===== src/rtl/alu_pkg.sv =====
// Shared opcode, shifter-select and flag-index definitions for the alu_core block.
package alu_pkg;

    typedef enum logic [3:0] {
        OP_ADD  = 4'b0000,
        OP_SUB  = 4'b0001,
        OP_AND  = 4'b0010,
        OP_OR   = 4'b0011,
        OP_XOR  = 4'b0100,
        OP_NOT  = 4'b0101,
        OP_SLL  = 4'b0110,
        OP_SRL  = 4'b0111,
        OP_SRA  = 4'b1000,
        OP_MUL  = 4'b1001,
        OP_SLT  = 4'b1010,
        OP_SLTU = 4'b1011,
        OP_MIN  = 4'b1100,
        OP_MAX  = 4'b1101,
        OP_PASS = 4'b1110,
        OP_RSVD = 4'b1111
    } alu_op_e;

    typedef enum logic [1:0] {
        SH_SLL = 2'b00,
        SH_SRL = 2'b01,
        SH_SRA = 2'b10
    } shift_op_e;

    localparam int FLAG_N = 3;
    localparam int FLAG_Z = 2;
    localparam int FLAG_C = 1;
    localparam int FLAG_V = 0;

endpackage


===== src/rtl/alu_if.sv =====
// Operand/opcode/result bundle between the issue logic (master) and alu_core (slave).
interface alu_if #(
    parameter int N = 16
);
    logic signed [N-1:0] a;
    logic signed [N-1:0] b;
    logic        [3:0]   ctrl;
    logic signed [N-1:0] result;
    logic        [3:0]   flags;

    modport master (
        output a,
        output b,
        output ctrl,
        input  result,
        input  flags
    );

    modport slave (
        input  a,
        input  b,
        input  ctrl,
        output result,
        output flags
    );
endinterface


===== src/rtl/alu_shifter.sv =====
// Combinational SLL/SRL/SRA; carry is the last bit shifted out (0 for a zero shift).
module alu_shifter
    import alu_pkg::*;
#(
    parameter int N = 16,
    localparam int SW = $clog2(N)
) (
    input  logic [N-1:0] a,
    input  logic [SW-1:0] shamt,
    input  shift_op_e    op,
    output logic [N-1:0] res,
    output logic         carry
);
    // One guard bit beside the operand catches the final bit that falls off;
    // it is zero when nothing moves, so a zero shift yields carry 0 for free.
    logic        [N:0] left_ext;
    logic        [N:0] right_ext;
    logic signed [N:0] arith_ext;

    always_comb begin
        left_ext  = {1'b0, a} << shamt;
        right_ext = {a, 1'b0} >> shamt;
        arith_ext = $signed({a, 1'b0}) >>> shamt;
        res       = '0;
        carry     = 1'b0;
        case (op)
            SH_SLL: begin
                res   = left_ext[N-1:0];
                carry = left_ext[N];
            end
            SH_SRL: begin
                res   = right_ext[N:1];
                carry = right_ext[0];
            end
            SH_SRA: begin
                res   = arith_ext[N:1];
                carry = arith_ext[0];
            end
            default: begin
                res   = '0;
                carry = 1'b0;
            end
        endcase
    end

endmodule


===== src/rtl/alu_core.sv =====
// Registered N-bit integer ALU with NZCV flags and one-cycle latency.
// Optional signed multiplier is built only when ALU_MUL_EN is defined.
module alu_core
    import alu_pkg::*;
#(
    parameter int N = 16,
    localparam int SW = $clog2(N)
) (
    input  logic  clk,
    input  logic  rst_n,
    alu_if.slave  bus
);
    alu_op_e      op;
    logic [N-1:0] result_next;
    logic         carry_next;
    logic         ovf_next;
    logic [3:0]   flags_next;
    logic [N-1:0] result_reg;
    logic [3:0]   flags_reg;

    assign op = alu_op_e'(bus.ctrl);

    // Add and subtract share one adder: a - b is a + ~b + 1, borrow is ~carry.
    logic         is_sub;
    logic [N-1:0] b_eff;
    logic [N:0]   sum_full;
    logic         add_ovf;

    assign is_sub   = (op == OP_SUB);
    assign b_eff    = is_sub ? ~bus.b : bus.b;
    assign sum_full = {1'b0, bus.a} + {1'b0, b_eff} + {{N{1'b0}}, is_sub};
    assign add_ovf  = (bus.a[N-1] == b_eff[N-1]) && (sum_full[N-1] != bus.a[N-1]);

    shift_op_e    sh_op;
    logic [N-1:0] sh_res;
    logic         sh_carry;

    always_comb begin
        sh_op = SH_SLL;
        case (op)
            OP_SRL:  sh_op = SH_SRL;
            OP_SRA:  sh_op = SH_SRA;
            default: sh_op = SH_SLL;
        endcase
    end

    alu_shifter #(.N(N)) u_shifter (
        .a     (bus.a),
        .shamt (bus.b[SW-1:0]),
        .op    (sh_op),
        .res   (sh_res),
        .carry (sh_carry)
    );

    logic lt_signed;
    logic lt_unsigned;

    assign lt_signed   = ($signed(bus.a) < $signed(bus.b));
    assign lt_unsigned = ($unsigned(bus.a) < $unsigned(bus.b));

`ifdef ALU_MUL_EN
    // The product fits in N bits only when its upper N+1 bits are a pure sign extension.
    logic signed [2*N-1:0] product;
    logic                  mul_ovf;

    assign product = $signed(bus.a) * $signed(bus.b);
    assign mul_ovf = (product[2*N-1:N-1] != {(N+1){product[N-1]}});
`endif

    always_comb begin
        result_next = '0;
        carry_next  = 1'b0;
        ovf_next    = 1'b0;
        case (op)
            OP_ADD: begin
                result_next = sum_full[N-1:0];
                carry_next  = sum_full[N];
                ovf_next    = add_ovf;
            end
            OP_SUB: begin
                result_next = sum_full[N-1:0];
                carry_next  = ~sum_full[N];
                ovf_next    = add_ovf;
            end
            OP_AND:  result_next = bus.a & bus.b;
            OP_OR:   result_next = bus.a | bus.b;
            OP_XOR:  result_next = bus.a ^ bus.b;
            OP_NOT:  result_next = ~bus.a;
            OP_SLL, OP_SRL, OP_SRA: begin
                result_next = sh_res;
                carry_next  = sh_carry;
            end
`ifdef ALU_MUL_EN
            OP_MUL: begin
                result_next = product[N-1:0];
                ovf_next    = mul_ovf;
            end
`endif
            OP_SLT:  result_next = {{(N-1){1'b0}}, lt_signed};
            OP_SLTU: result_next = {{(N-1){1'b0}}, lt_unsigned};
            OP_MIN:  result_next = lt_signed ? bus.a : bus.b;
            OP_MAX:  result_next = lt_signed ? bus.b : bus.a;
            OP_PASS: result_next = bus.b;
            default: begin
                result_next = '0;
                carry_next  = 1'b0;
                ovf_next    = 1'b0;
            end
        endcase
    end

    always_comb begin
        flags_next         = '0;
        flags_next[FLAG_N] = result_next[N-1];
        flags_next[FLAG_Z] = (result_next == '0);
        flags_next[FLAG_C] = carry_next;
        flags_next[FLAG_V] = ovf_next;
    end

    // Reset clears flags too, so Z is deliberately 0 in the reset state.
    always_ff @(posedge clk) begin
        if (!rst_n) begin
            result_reg <= '0;
            flags_reg  <= '0;
        end else begin
            result_reg <= result_next;
            flags_reg  <= flags_next;
        end
    end

    assign bus.result = result_reg;
    assign bus.flags  = flags_reg;

endmodule


===== src/flat_wrapper.sv =====
// flat-port wrapper written by rule: the top's interface ports become plain ports
module alu_core_flat import alu_pkg::*;
#(
    parameter int N = 16,
    localparam int SW = $clog2(N)
)
  (clk, rst_n, bus_a, bus_b, bus_ctrl, bus_result, bus_flags);
  alu_if #(.N(N)) bus_i ();
  input  logic clk;
  input  logic rst_n;
  input wire logic [$bits(bus_i.a)-1:0] bus_a;
  input wire logic [$bits(bus_i.b)-1:0] bus_b;
  input wire logic [$bits(bus_i.ctrl)-1:0] bus_ctrl;
  output wire logic [$bits(bus_i.result)-1:0] bus_result;
  output wire logic [$bits(bus_i.flags)-1:0] bus_flags;
  assign bus_i.a = bus_a;
  assign bus_i.b = bus_b;
  assign bus_i.ctrl = bus_ctrl;
  assign bus_result = bus_i.result;
  assign bus_flags = bus_i.flags;
  alu_core #(.N(N)) u_core (.clk(clk), .rst_n(rst_n), .bus(bus_i));
endmodule

===== config.mk =====
export PLATFORM = sky130hd
export DESIGN_NAME = alu_core_flat
export DESIGN_NICKNAME = d
export VERILOG_FILES = /design/src/rtl/alu_pkg.sv /design/src/rtl/alu_if.sv /design/src/rtl/alu_shifter.sv /design/src/rtl/alu_core.sv /design/src/flat_wrapper.sv
export SDC_FILE = /design/constraint.sdc
export NUM_CORES = 1
export LEC_CHECK = 0
export BUFFER_PORTS_ARGS = -buffer_cell sky130_fd_sc_hd__buf_2
export CAP_MARGIN = 30
export CORE_ASPECT_RATIO = 1.1
export CORE_MARGIN = 1
export CORE_UTILIZATION = 46
export DETAILED_ROUTE_END_ITERATION = 16
export GPL_TIMING_DRIVEN = 0
export HOLD_SLACK_MARGIN = 0.02
export PLACE_DENSITY_LB_ADDON = 0.12
export SYNTH_ARGS = -nofsm -noshare
export SYNTH_HDL_FRONTEND = slang
export SYNTH_HIERARCHICAL = 1
export SYNTH_SLANG_ARGS = --single-unit

===== constraint.sdc =====
create_clock -name clk -period 6.9 [get_ports clk]
set_input_delay 0.345 -clock clk [delete_from_list [all_inputs] [get_ports clk]]
set_output_delay 0.345 -clock clk [all_outputs]
set_load 0.005 [all_outputs]

==> impl_metrics.json <==
{
  "status": "complete, no violations",
  "routed_wl_mm": 22.56,
  "dp_hpwl_mm": 17.20,
  "cts.clk_slew.worst_paths_ns": 0.05,
  "crit_path_max_incr_delay_ns": 0.70,
  "totalPowerFinal_mw": 0.6861,
  "grtUsageTotal_pct": 37.73,
  "design_area_sq_um": 5877,
  "grt_setup_unrepaired": "false",
  "path_class": "input pin to flop",
  "ys_async_sr_fraction_pct": 0,
  "fillCellCount": 1105,
  "synthFlopType": "dfxtp_1",
  "hold_path_class": "input pin to flop",
  "drc": 0,
  "crit_chain": "buf_2 -> clkbuf_1 -> nor4b_1 -> buf_2 -> nand2b_1 -> a21oi_1 -> o22ai_1 -> o2111ai_1 -> a222oi_1 -> nand2_1 -> a221o_1 -> a211oi_1 -> o211ai_1 -> nor4_1 -> nor4bb_1",
  "ys_seq_area_share_pct": 7.163,
  "syn_inst": 698,
  "vias": 6178,
  "numCtsBuffers": 3,
  "cts_resized": 0,
  "fin_crit_sh_pct": 68.20,
  "n_antenna_cell": 0,
  "die_w_um": 104.4,
  "htree_levels": 1,
  "fin_crit_ns": 4.706,
  "die-area_sq_um": 11980,
  "syn_area_sq_um": 5310,
  "powerDensity_nw_per_um2": 116.8,
  "drt_iter0_drc": 757,
  "tightest_slew_ns": 0.9602,
  "grt_max_degree": 16,
  "drive_above_1_share_pct": 17.11,
  "ys_ff_latch": 19,
  "worst_path_most_repeated_cell": "buf_2",
  "fmax_ghz": 0.2125,
  "syn-num-nets": 800,
  "cp-endpoint": "u_core/bus.flags[2]$_SDFF_PN0_",
  "critPathRequiredTime_ns": 7.05,
  "dr.pass1.iters": 5,
  "multi_input_area_sq_um": 4516,
  "max_slew_margin_pct": 35.64,
  "final_max_slew_viol_count": 0,
  "cts_hold_buf": 0,
  "ys_warn_count": 6,
  "worstSetupStartpoint": "bus_ctrl[3]",
  "path_max_fanout": 10,
  "postCtsSetupBuffers": 0,
  "cp_slowest_cell": "nor4b_1",
  "clock-sinks": 19,
  "yosys.cell_count.top_type": "nor2_1",
  "ys_types": 84,
  "maxCapViolCount": 0,
  "clk_path_buf_depth": 2,
  "synth_top_area_share_pct": 14.84,
  "antenna_found_initial": 0,
  "die_h_um": 114.7,
  "grt_pass1_vias": 5928,
  "cp-start-kind": "input pin",
  "boundaryPins": 58,
  "num-nets-final": 863,
  "area_delta_synth_final_pct": 10.67,
  "synth_common_cells": "68 x nor2_1, 63 x ha_1, 60 x nand2_1",
  "hold_violations": 0,
  "gp_congestion": 1.012,
  "place_area_sq_um": 5784,
  "synth_edf_count": 0,
  "ys_top_cells_by_area": "ha_1 15%, dfxtp_1 7.2%, mux2i_1 4.9%, nor2_1 4.8%, a21oi_1 4.2%",
  "rows": 40,
  "grt_overflow": 0,
  "port_buffers": 57,
  "tns_ns": 0,
  "leakagePower_nw": 2.609,
  "endpoint_kind": "flop",
  "cts_root_buf": "clkbuf_16",
  "yosys.area.top_type": "ha_1",
  "core_area_sq_um": 11060,
  "cts_tree": "built",
  "ff_latch_area_sq_um": 380.4,
  "ir_drop_uv": 98.87,
  "final_antenna_net_count": 0,
  "start_util_pct": 48.01,
  "vias_per_cell": 6.811,
  "largest_register_ffs": 16,
  "grt_pass1_wl_mm": 34.55,
  "avgSynthCellArea_sq_um": 7.608,
  "finalSetupViolCount": 0,
  "arrival_ns": 4.86,
  "wl_per_cell_um": 24.87
}
==> how the worst min path moves through the flow <==
stage	startpoint	to	slack, ns	cells past startpoint
global placement	rst_n	u_core/bus.result[13]$_SDFF_PN0_	0.59	2
finish	rst_n	u_core/bus.result[14]$_SDFF_PN0_	0.35	2
global route	rst_n	u_core/bus.result[13]$_SDFF_PN0_	0.36	2
CTS	rst_n	u_core/bus.result[14]$_SDFF_PN0_	0.34	2
detailed placement	rst_n	u_core/bus.result[14]$_SDFF_PN0_	0.60	2
floorplan	rst_n	u_core/bus.result[13]$_SDFF_PN0_	0.47	1
==> power by group <==
group | leakage (nW) | switching [mW] | internal [mW]
clock | 0.0409 | 0.0391 | 0.0776
combinational | 2.41 | 0.276 | 0.170
sequential | 0.156 | 0.00270 | 0.120
==> cells in the final DEF (no fill, tap or decap), types with 7 or more instances in the layout <==
master / Yosys / final
nand3_1: 10 / 10
nand2b_1: 9 / 9
mux2_2: 18 / 18
xnor2_1: 25 / 25
inv_1: 47 / 47
mux4_2: 8 / 8
buf_2: 13 / 70
o211ai_1: 10 / 10
nor2b_1: 17 / 17
ha_1: 63 / 63
nor4_1: 8 / 8
o21ai_0: 32 / 32
dfxtp_1: 19 / 19
a221oi_1: 18 / 18
nand2_1: 60 / 60
o22ai_1: 11 / 11
mux2i_1: 26 / 26
o31ai_1: 7 / 7
o221ai_1: 7 / 7
nor2_1: 68 / 68
o2111ai_1: 9 / 9
clkbuf_1: 15 / 15
a21oi_1: 45 / 45
==> cell families after synthesis <==
logic type | share of synthesized area (%)
AO/OA/AOI/OAI | 29.90
XOR/XNOR | 5.207
adder cells (fa/ha/maj) | 15.22
buffers and inverters | 7.893
flip-flops | 7.163
multiplexers | 14.51
AND/OR/NAND/NOR | 20.10
==> per-layer routing <==
layer  vias to the layer above  GRT usage (%)  part of all wire [%]  wire length [um]
li1                       2754              -                     -                 -
met1                      2930          45.12                    38              8529
met2                       399          64.90                    48             10730
met3                        95          3.756                   8.0              1814
met4                         0          24.10                   6.6              1479
met5                         -              0                     0                 0
==> stage by stage <==
step                setup slack, ns  hold WS, ns  instances  utilization (%)
floorplan                     3.361       0.4667        698                -
global placement              2.177       0.5871        902            52.25
detailed placement            2.090       0.5956        902            52.30
CTS                           2.340       0.3387        906            53.02
global route                  2.058       0.3559        907            53.13
finish                        2.194       0.3493        907            53.13
==> final cells by class <==
cell class / instances / share of cell area (%)
multi-input combinational: 588 / 76.84
sequential: 19 / 6.472
timing repair buffer: 58 / 5.067
buffer: 43 / 4.066
tap: 147 / 3.130
inverter: 48 / 3.066
clock buffer: 3 / 1.277
clock inverter: 1 / 0.08516
==> worst max-delay path: cells and delay by family <==
| family | cells | cell delay (ns) |
|---|---|---|
| AO/OA/AOI/OAI | 7 | 2.06 |
| AND/OR/NAND/NOR | 5 | 1.58 |
| buffers and inverters | 3 | 0.86 |
(Power assumes the default switching activity.)
